$ cat src/rtl/reload_pkg.sv
// reload_pkg: shared defaults, count type and terminal-count helper for reload_queue
package reload_pkg;
  localparam int WIDTH_DEF = 4;
  localparam int DEPTH_DEF = 4;
  typedef logic [WIDTH_DEF-1:0] cnt_t;
  function automatic logic is_terminal(cnt_t count);
    return count == '1;
  endfunction
endpackage

$ cat src/rtl/reload_queue_sync_fifo.sv
// sync_fifo: power-of-two FIFO with combinational head read
// Ports: push/wdata enqueue, pop advances head, rdata = head, level/empty/full decodes.
module sync_fifo
  import reload_pkg::*;
#(
  parameter int WIDTH = WIDTH_DEF,
  parameter int DEPTH = DEPTH_DEF
) (
  input  logic                       clk,
  input  logic                       reset_n,
  input  logic                       push,
  input  logic                       pop,
  input  logic [WIDTH-1:0]           wdata,
  output logic [WIDTH-1:0]           rdata,
  output logic [$clog2(DEPTH):0]     level,
  output logic                       empty,
  output logic                       full
);
  localparam int AW = $clog2(DEPTH);
  localparam int LW = AW + 1;
  logic [WIDTH-1:0] r_mem [DEPTH];
  logic [AW-1:0]    r_wp;
  logic [AW-1:0]    r_rp;
  logic [LW-1:0]    r_level;
  // pointers wrap for free because DEPTH is a power of two
  always_ff @(posedge clk or negedge reset_n) begin
    if (!reset_n) begin
      r_wp    <= '0;
      r_rp    <= '0;
      r_level <= '0;
    end else begin
      if (push) r_wp <= r_wp + 1'b1;
      if (pop) r_rp <= r_rp + 1'b1;
      r_level <= r_level + LW'(push) - LW'(pop);
    end
  end
  always_ff @(posedge clk) begin
    if (push) r_mem[r_wp] <= wdata;
  end
  assign rdata = r_mem[r_rp];
  assign level = r_level;
  assign empty = r_level == '0;
  assign full  = r_level == LW'(DEPTH);
endmodule

$ cat src/rtl/reload_queue.sv
// reload_queue: buffers counter reload values and issues one per terminal count
// Ports: wr_valid_i/wr_data_i/wr_ready_o producer handshake, count_i observed count,
// sticky_i reuse last value when empty, load_o/load_val_o to counter, level_o/empty_o/full_o status.
module reload_queue
  import reload_pkg::*;
#(
  parameter int WIDTH = WIDTH_DEF,
  parameter int DEPTH = DEPTH_DEF
) (
  input  logic                   clk,
  input  logic                   reset_n,
  input  logic                   wr_valid_i,
  input  logic [WIDTH-1:0]       wr_data_i,
  output logic                   wr_ready_o,
  input  logic [WIDTH-1:0]       count_i,
  input  logic                   sticky_i,
  output logic                   load_o,
  output logic [WIDTH-1:0]       load_val_o,
  output logic [$clog2(DEPTH):0] level_o,
  output logic                   empty_o,
  output logic                   full_o
);
  logic             w_term;
  logic             w_push;
  logic             w_pop;
  logic             w_full;
  logic             w_empty;
  logic [WIDTH-1:0] w_head;
  logic [WIDTH-1:0] r_last_val;
  logic             r_last_valid;
  assign w_term = &count_i;
  assign w_push = wr_valid_i && !w_full;
  // a sticky reissue never pops, so pop needs real data
  assign w_pop  = load_o && !w_empty;
  sync_fifo #(.WIDTH(WIDTH), .DEPTH(DEPTH)) u_fifo (
    .clk     (clk),
    .reset_n (reset_n),
    .push    (w_push),
    .pop     (w_pop),
    .wdata   (wr_data_i),
    .rdata   (w_head),
    .level   (level_o),
    .empty   (w_empty),
    .full    (w_full)
  );
  always_ff @(posedge clk or negedge reset_n) begin
    if (!reset_n) begin
      r_last_val   <= '0;
      r_last_valid <= 1'b0;
    end else if (w_pop) begin
      r_last_val   <= w_head;
      r_last_valid <= 1'b1;
    end
  end
  always_comb begin
    load_o     = w_term && (!w_empty || (sticky_i && r_last_valid));
    load_val_o = !w_empty ? w_head : sticky_i ? r_last_val : '0;
  end
  assign wr_ready_o = !w_full;
  assign empty_o    = w_empty;
  assign full_o     = w_full;
endmodule

$ cat config.mk
export PLATFORM = sky130hd
export DESIGN_NAME = reload_queue
export DESIGN_NICKNAME = d
export VERILOG_FILES = /design/src/rtl/reload_pkg.sv /design/src/rtl/reload_queue_sync_fifo.sv /design/src/rtl/reload_queue.sv
export SDC_FILE = /design/constraint.sdc
export NUM_CORES = 1
export LEC_CHECK = 0
export BUFFER_PORTS_ARGS = -buffer_cell sky130_fd_sc_hd__buf_2
export CORE_ASPECT_RATIO = 0.9
export CORE_MARGIN = 2
export CORE_UTILIZATION = 45
export CTS_BUF_LIST = sky130_fd_sc_hd__clkbuf_16
export DETAILED_ROUTE_END_ITERATION = 8
export PLACE_DENSITY = 0.67
export RECOVER_POWER = 100
export SLEW_MARGIN = 20
export SYNTH_ARGS = -nofsm -noshare
export SYNTH_HDL_FRONTEND = slang
export SYNTH_HIERARCHICAL = 1
export SYNTH_SLANG_ARGS = --single-unit
$ cat constraint.sdc
create_clock -name clk -period 5.6 [get_ports clk]
set_input_delay 1.12 -clock clk [delete_from_list [all_inputs] [get_ports clk]]
set_output_delay 1.12 -clock clk [all_outputs]
set_load 0.02 [all_outputs]
; ---- Word level (Yosys, flattened, before mapping)
; Memories as Yosys holds them, arrays and structs flattened.
; Cells that the tools add are included.
[totals]
regBits = 12
mem_bits_rw = 16
in_bits = 12
output_inout_bits = 11
memories = 1
[mem_list]
columns = name, depth, width, read_ports, rd_clocked_by_memory_dff, write_ports, line
row1 = u_fifo.r_mem, 4, 4, 1, 0, 1, reload_queue_sync_fifo.sv:21  ; logic [WIDTH-1:0] r_mem [DEPTH];
[op_classes]
addsub = 4
eq_ne = 1
muxes = 4
reduce_logical = 9
[ops]
columns = op, n
row1 = $mux 4, 2
row2 = $add 2x1->2 const B, 2
row3 = $logic_and 1x1->1, 4
row4 = $reduce_and 4->1, 1
row5 = $add 3x1->3, 1
row6 = $eq 3x3->1 const B, 1
row7 = $logic_not 3->1, 1
row8 = $sub 3x1->3, 1
row9 = $logic_not 1->1, 2
row10 = $mux 1, 2
row11 = $logic_or 1x1->1, 1

; ---- Logic depth before layout (Yosys ltp)
[depth]
ltp_word = 6
mapped_depth = 9
mapped_depth_nobuf = 8

; ---- By module
; Netlist, hierarchy kept.
[by_module_without_submodules]
columns = mod, n_inst, cells_each, area_each_um2, seq_area_each_um2
row1 = sync_fifo, 1, 55, 967.2, 655.6
row2 = reload_queue, 1, 29, 281.5, 125.1

; ---- Worst setup path after synthesis
; No wires, ideal clock.
[synth_timing]
path_type = register to output
startpoint = register u_fifo.r_level[2], in the netlist u_fifo/level[2]
endpoint = output port load_val_o[0]
arrival_ps = 1619
path_slack_ps = 2861
stages_incl_launch_ff = 5
n_path_buf = 1
cell_sequence = dfrtp_1 > nor3_1 > buf_4 > nand3_1 > o21ai_0
[synth_via]
elab_chain_cells = 2
[synth_lines]
columns = item, line
row1 = "start, declared", reload_queue_sync_fifo.sv:24  ; logic [LW-1:0] r_level;
row2 = "start signal, assigned", reload_queue_sync_fifo.sv:34  ; r_level <= r_level + LW'(push) - LW'(pop);
row3 = $logic_not 3->1, reload_queue_sync_fifo.sv:42  ; assign empty = r_level == '0;
row4 = via empty_o, reload_queue.sv:20  ; output logic empty_o,
row5 = $mux 4, reload_queue.sv:57  ; load_val_o = !w_empty ? w_head : sticky_i ? r_last_val : '0;
row6 = "end, declared", reload_queue.sv:18  ; output logic [WIDTH-1:0] load_val_o,
; The timed path passes the listed nets, and every way through them passes these cells.

; ---- Worst setup path in the final report
[layout_timing]
startpoint = register u_fifo.r_level[2], in the netlist u_fifo/level[2]
endpoint = output port load_val_o[3]
[layout_via]
elab_chain_cells = 2
[layout_lines]
columns = item, line
row1 = $logic_not 3->1, reload_queue_sync_fifo.sv:42
row2 = $mux 4, reload_queue.sv:57
; No other way between the ends.

==> results.toml <==
[critical_path]
crit_required_ns = 4.48
worst-endpoint-arrival_ns = 1.93
critical_path_class = "register to output pin"
setup.worst_path.start_class = "register"
path_max_fanout = 11
reg2reg_setup_slack_ns = 2.66
type_of_destination_of_the_critical_path = "output pin"
critical-path-top-delay-family = "simple AND/OR/NAND/NOR gates"
largest_stage_delay_on_the_critical_path_ns = 0.74
path_buf_inv = 1
crit_path_top_delay_cell = "sky130_fd_sc_hd__nor3_1"
worstPathCellList = "nor3_1 -> nand3_1 -> o21ai_0 -> clkbuf_1"

[timing]
rsz0062_at_grt = "no"
timing.final.hold_violations = 0
max_slew_margin_pct = 39.51
final-max-slew-violation-count = 0
total_setup_violations_reported_at_the_end_of_the_flow = 0
final_critical_path_setup_slack_ns = 2.545
period_minus_slack_ns = 3.055
worst-slew-pin-transition_ns = 0.9004
finalClockSkew_ns = 0.001921
finalCritPeriodShare_pct = 54.55
timing.setup.tns_ns = 0
max_freq_mhz = 327.4

[final_layout]
layout.cells.most_common_list = "sky130_fd_sc_hd__edfxtp_1, sky130_fd_sc_hd__clkbuf_1, sky130_fd_sc_hd__dfrtp_1, sky130_fd_sc_hd__inv_1, sky130_fd_sc_hd__buf_2"
n_antenna_cell = 0
final_layout_size_suffix_gt1_share_pct = 18.52
layout.nets = 128
syn_to_final_growth_pct = 16.13
mostFrequentLayoutCell = "sky130_fd_sc_hd__edfxtp_1"

[global_routing]
antenna_found_initial = 0
grt_first_pass_wirelength_um = 3118
number_of_global_route_vias_before_repair = 644
total_global_route_track_usage_pct = 13.54
grt_start_max_net_pins = 17
global_route.overflow_total = 0

[clock_network]
cts.sinks = 28
cts.reportedPaths.clkPinSlew_ns = 0.07
ctsResizeCount = 0
cts_setup_buffers = 0
clock_tree_from_tritoncts = "yes"
clock_tree.htree_level_count = 1
cts_hold_repair.buffers = 0
cts.root.buffer_cell = "sky130_fd_sc_hd__clkbuf_16"
cts-root-to-sink-buffers = 2
clk-insertion-delay-late_ns = 0.26
numCtsBuffers = 3

[logic_synthesis]
synth.yosys.warnings = 6
synth.ff_latch_count = 28
synth_cell_types = 22
synthesis.nets = 103
netlist_area_mm2 = 0.001249
seq_area_frac_synth_pct = 62.53
synth.avg_cell_area_um2 = 14.87
post_synth_inst_count = 84

[place]
detailedPlacementHpwl_um = 1411
place.gp.congestion = 0.6597
pre_cts_slack_ns = 2.781
port_buffers = 22

[detailed_routing]
drc = 0
wl_um = 1959
drtIter0Drc = 24
detail_route.first_pass.iterations = 5
vias_per_cell = 5.058
via_count = 698
detail-route-antenna-nets = 0
drt-wirelength-per-cell_um = 14.20

[pwr]
power.density_mw_per_mm2 = 563.6
leakagePower_uw = 0.0005853
largest_vdd_supply_drop_mv = 0.2783

[floorplan]
floorplan.io_pins = 23
core-area_mm2 = 0.002703
placement_rows = 18
die_h_um = 53.98
die_x_um = 59.53
starting_density_pct = 46.20
dieArea_mm2 = 0.003213

[min_path]
worstHoldPathType = "register to register"

[run]
max_cap_violations = 0

[outcome]
outcome = "finished, final reports clean"
[cells by family (layout without fill, tap and decap cells)]
| family | Yosys count | after routing | share of synthesized area, % |
|---|---|---|---|
| buffers and inverters | 13 | 37 | 4.810 |
| and+or+nand+nor | 17 | 17 | 8.317 |
| DFF | 28 | 28 | 62.53 |
| xor gates and xnor gates | 5 | 5 | 3.508 |
| muxes | 8 | 8 | 10.82 |
| AOI/OAI and AO/OA | 6 | 6 | 2.404 |
| adders and majority gates | 7 | 7 | 7.615 |
[final cells by class]
| type | count | area, µm² |
|---|---|---|
| Fill cell | 244 | 1252 |
| Timing Repair Buffer | 22 | 91.34 |
| Clock inverter | 1 | 30.03 |
| Multi-Input combinational cell | 43 | 394.1 |
| Clock buffer | 3 | 75.07 |
| Inverter | 11 | 41.29 |
| Sequential cell | 28 | 780.7 |
| Tap cell | 30 | 37.54 |
[stage by stage]
stage	util (%)	area, µm²	power [µW]	cells	hold slack (ns)
floorplan	-	1249	549.7	84	0.4400
global placement	50.97	1378	613.2	134	0.4649
detailed placement	50.97	1378	628.0	134	0.4691
CTS	54.86	1483	839.5	138	0.4846
global route	53.66	1450	876.3	138	0.5088
finish	53.66	1450	817.3	138	0.4901
[final timing paths]
path	start	to	cells past startpoint
max	u_fifo/level[2]	load_val_o[3]	4
min	r_last_valid	r_last_valid	1
max reg2reg	u_fifo/level[2]	u_fifo/level[2]	8
min reg2reg	r_last_valid	r_last_valid	1
max in group asynchronous	reset_n	r_last_valid	1
min in group asynchronous	reset_n	r_last_val[1]	1
[metal layers]
layer	track usage [%]	wire [µm]	share of wire, %
met1	20.16	956	49
met2	19.78	895	46
met3	2.163	89	4.5
met4	5.556	17	0.87
met5	0	0	0
[worst reg2reg max path: stages, from the launching register on]
cell	delay [ns]
sky130_fd_sc_hd__dfrtp_1	0.42
sky130_fd_sc_hd__nor3_1	0.74
sky130_fd_sc_hd__nor2_1	0.37
sky130_fd_sc_hd__ha_1	0.40
sky130_fd_sc_hd__inv_1	0.05
sky130_fd_sc_hd__ha_1	0.20
sky130_fd_sc_hd__fa_1	0.38
sky130_fd_sc_hd__xnor2_1	0.18
sky130_fd_sc_hd__xnor2_1	0.14
[synth_stat cells]
master | count | share of area, %
sky130_fd_sc_hd__a21oi_1 | 1 | 0.40
sky130_fd_sc_hd__and2_1 | 4 | 2.0
sky130_fd_sc_hd__and3_1 | 1 | 0.50
sky130_fd_sc_hd__buf_4 | 1 | 0.60
sky130_fd_sc_hd__buf_6 | 1 | 0.90
sky130_fd_sc_hd__dfrtp_1 | 12 | 24
sky130_fd_sc_hd__edfxtp_1 | 16 | 38
sky130_fd_sc_hd__fa_1 | 1 | 1.6
sky130_fd_sc_hd__ha_1 | 6 | 6.0
sky130_fd_sc_hd__inv_1 | 11 | 3.3
sky130_fd_sc_hd__mux2_2 | 4 | 3.6
sky130_fd_sc_hd__mux4_2 | 4 | 7.2
sky130_fd_sc_hd__nand2_1 | 3 | 0.90
sky130_fd_sc_hd__nand3_1 | 4 | 1.6
sky130_fd_sc_hd__nand4_2 | 1 | 1.0
sky130_fd_sc_hd__nor2_4 | 1 | 0.90
sky130_fd_sc_hd__nor2b_1 | 1 | 0.50
sky130_fd_sc_hd__nor3_1 | 1 | 0.40
sky130_fd_sc_hd__o21ai_0 | 5 | 2.0
sky130_fd_sc_hd__or2_2 | 1 | 0.50
sky130_fd_sc_hd__xnor2_1 | 3 | 2.1
sky130_fd_sc_hd__xor2_1 | 2 | 1.4
[flip-flops by register name, summed over array words and instances (netlist names)]
register      flops
r_last_val        4
r_last_valid      1
u_fifo/level      3
u_fifo/r_mem     16
u_fifo/r_rp       2
u_fifo/r_wp       2
[where the power goes]
group	leakage, µW	switching (µW)	internal [µW]	total [µW]
logic	0.000248	163	112	275
clock network	0.0000511	66.0	142	208
registers	0.000287	47.4	287	334
total	0.000585	276	541	817
No activity file was read; power rests on OpenSTA's default activity.
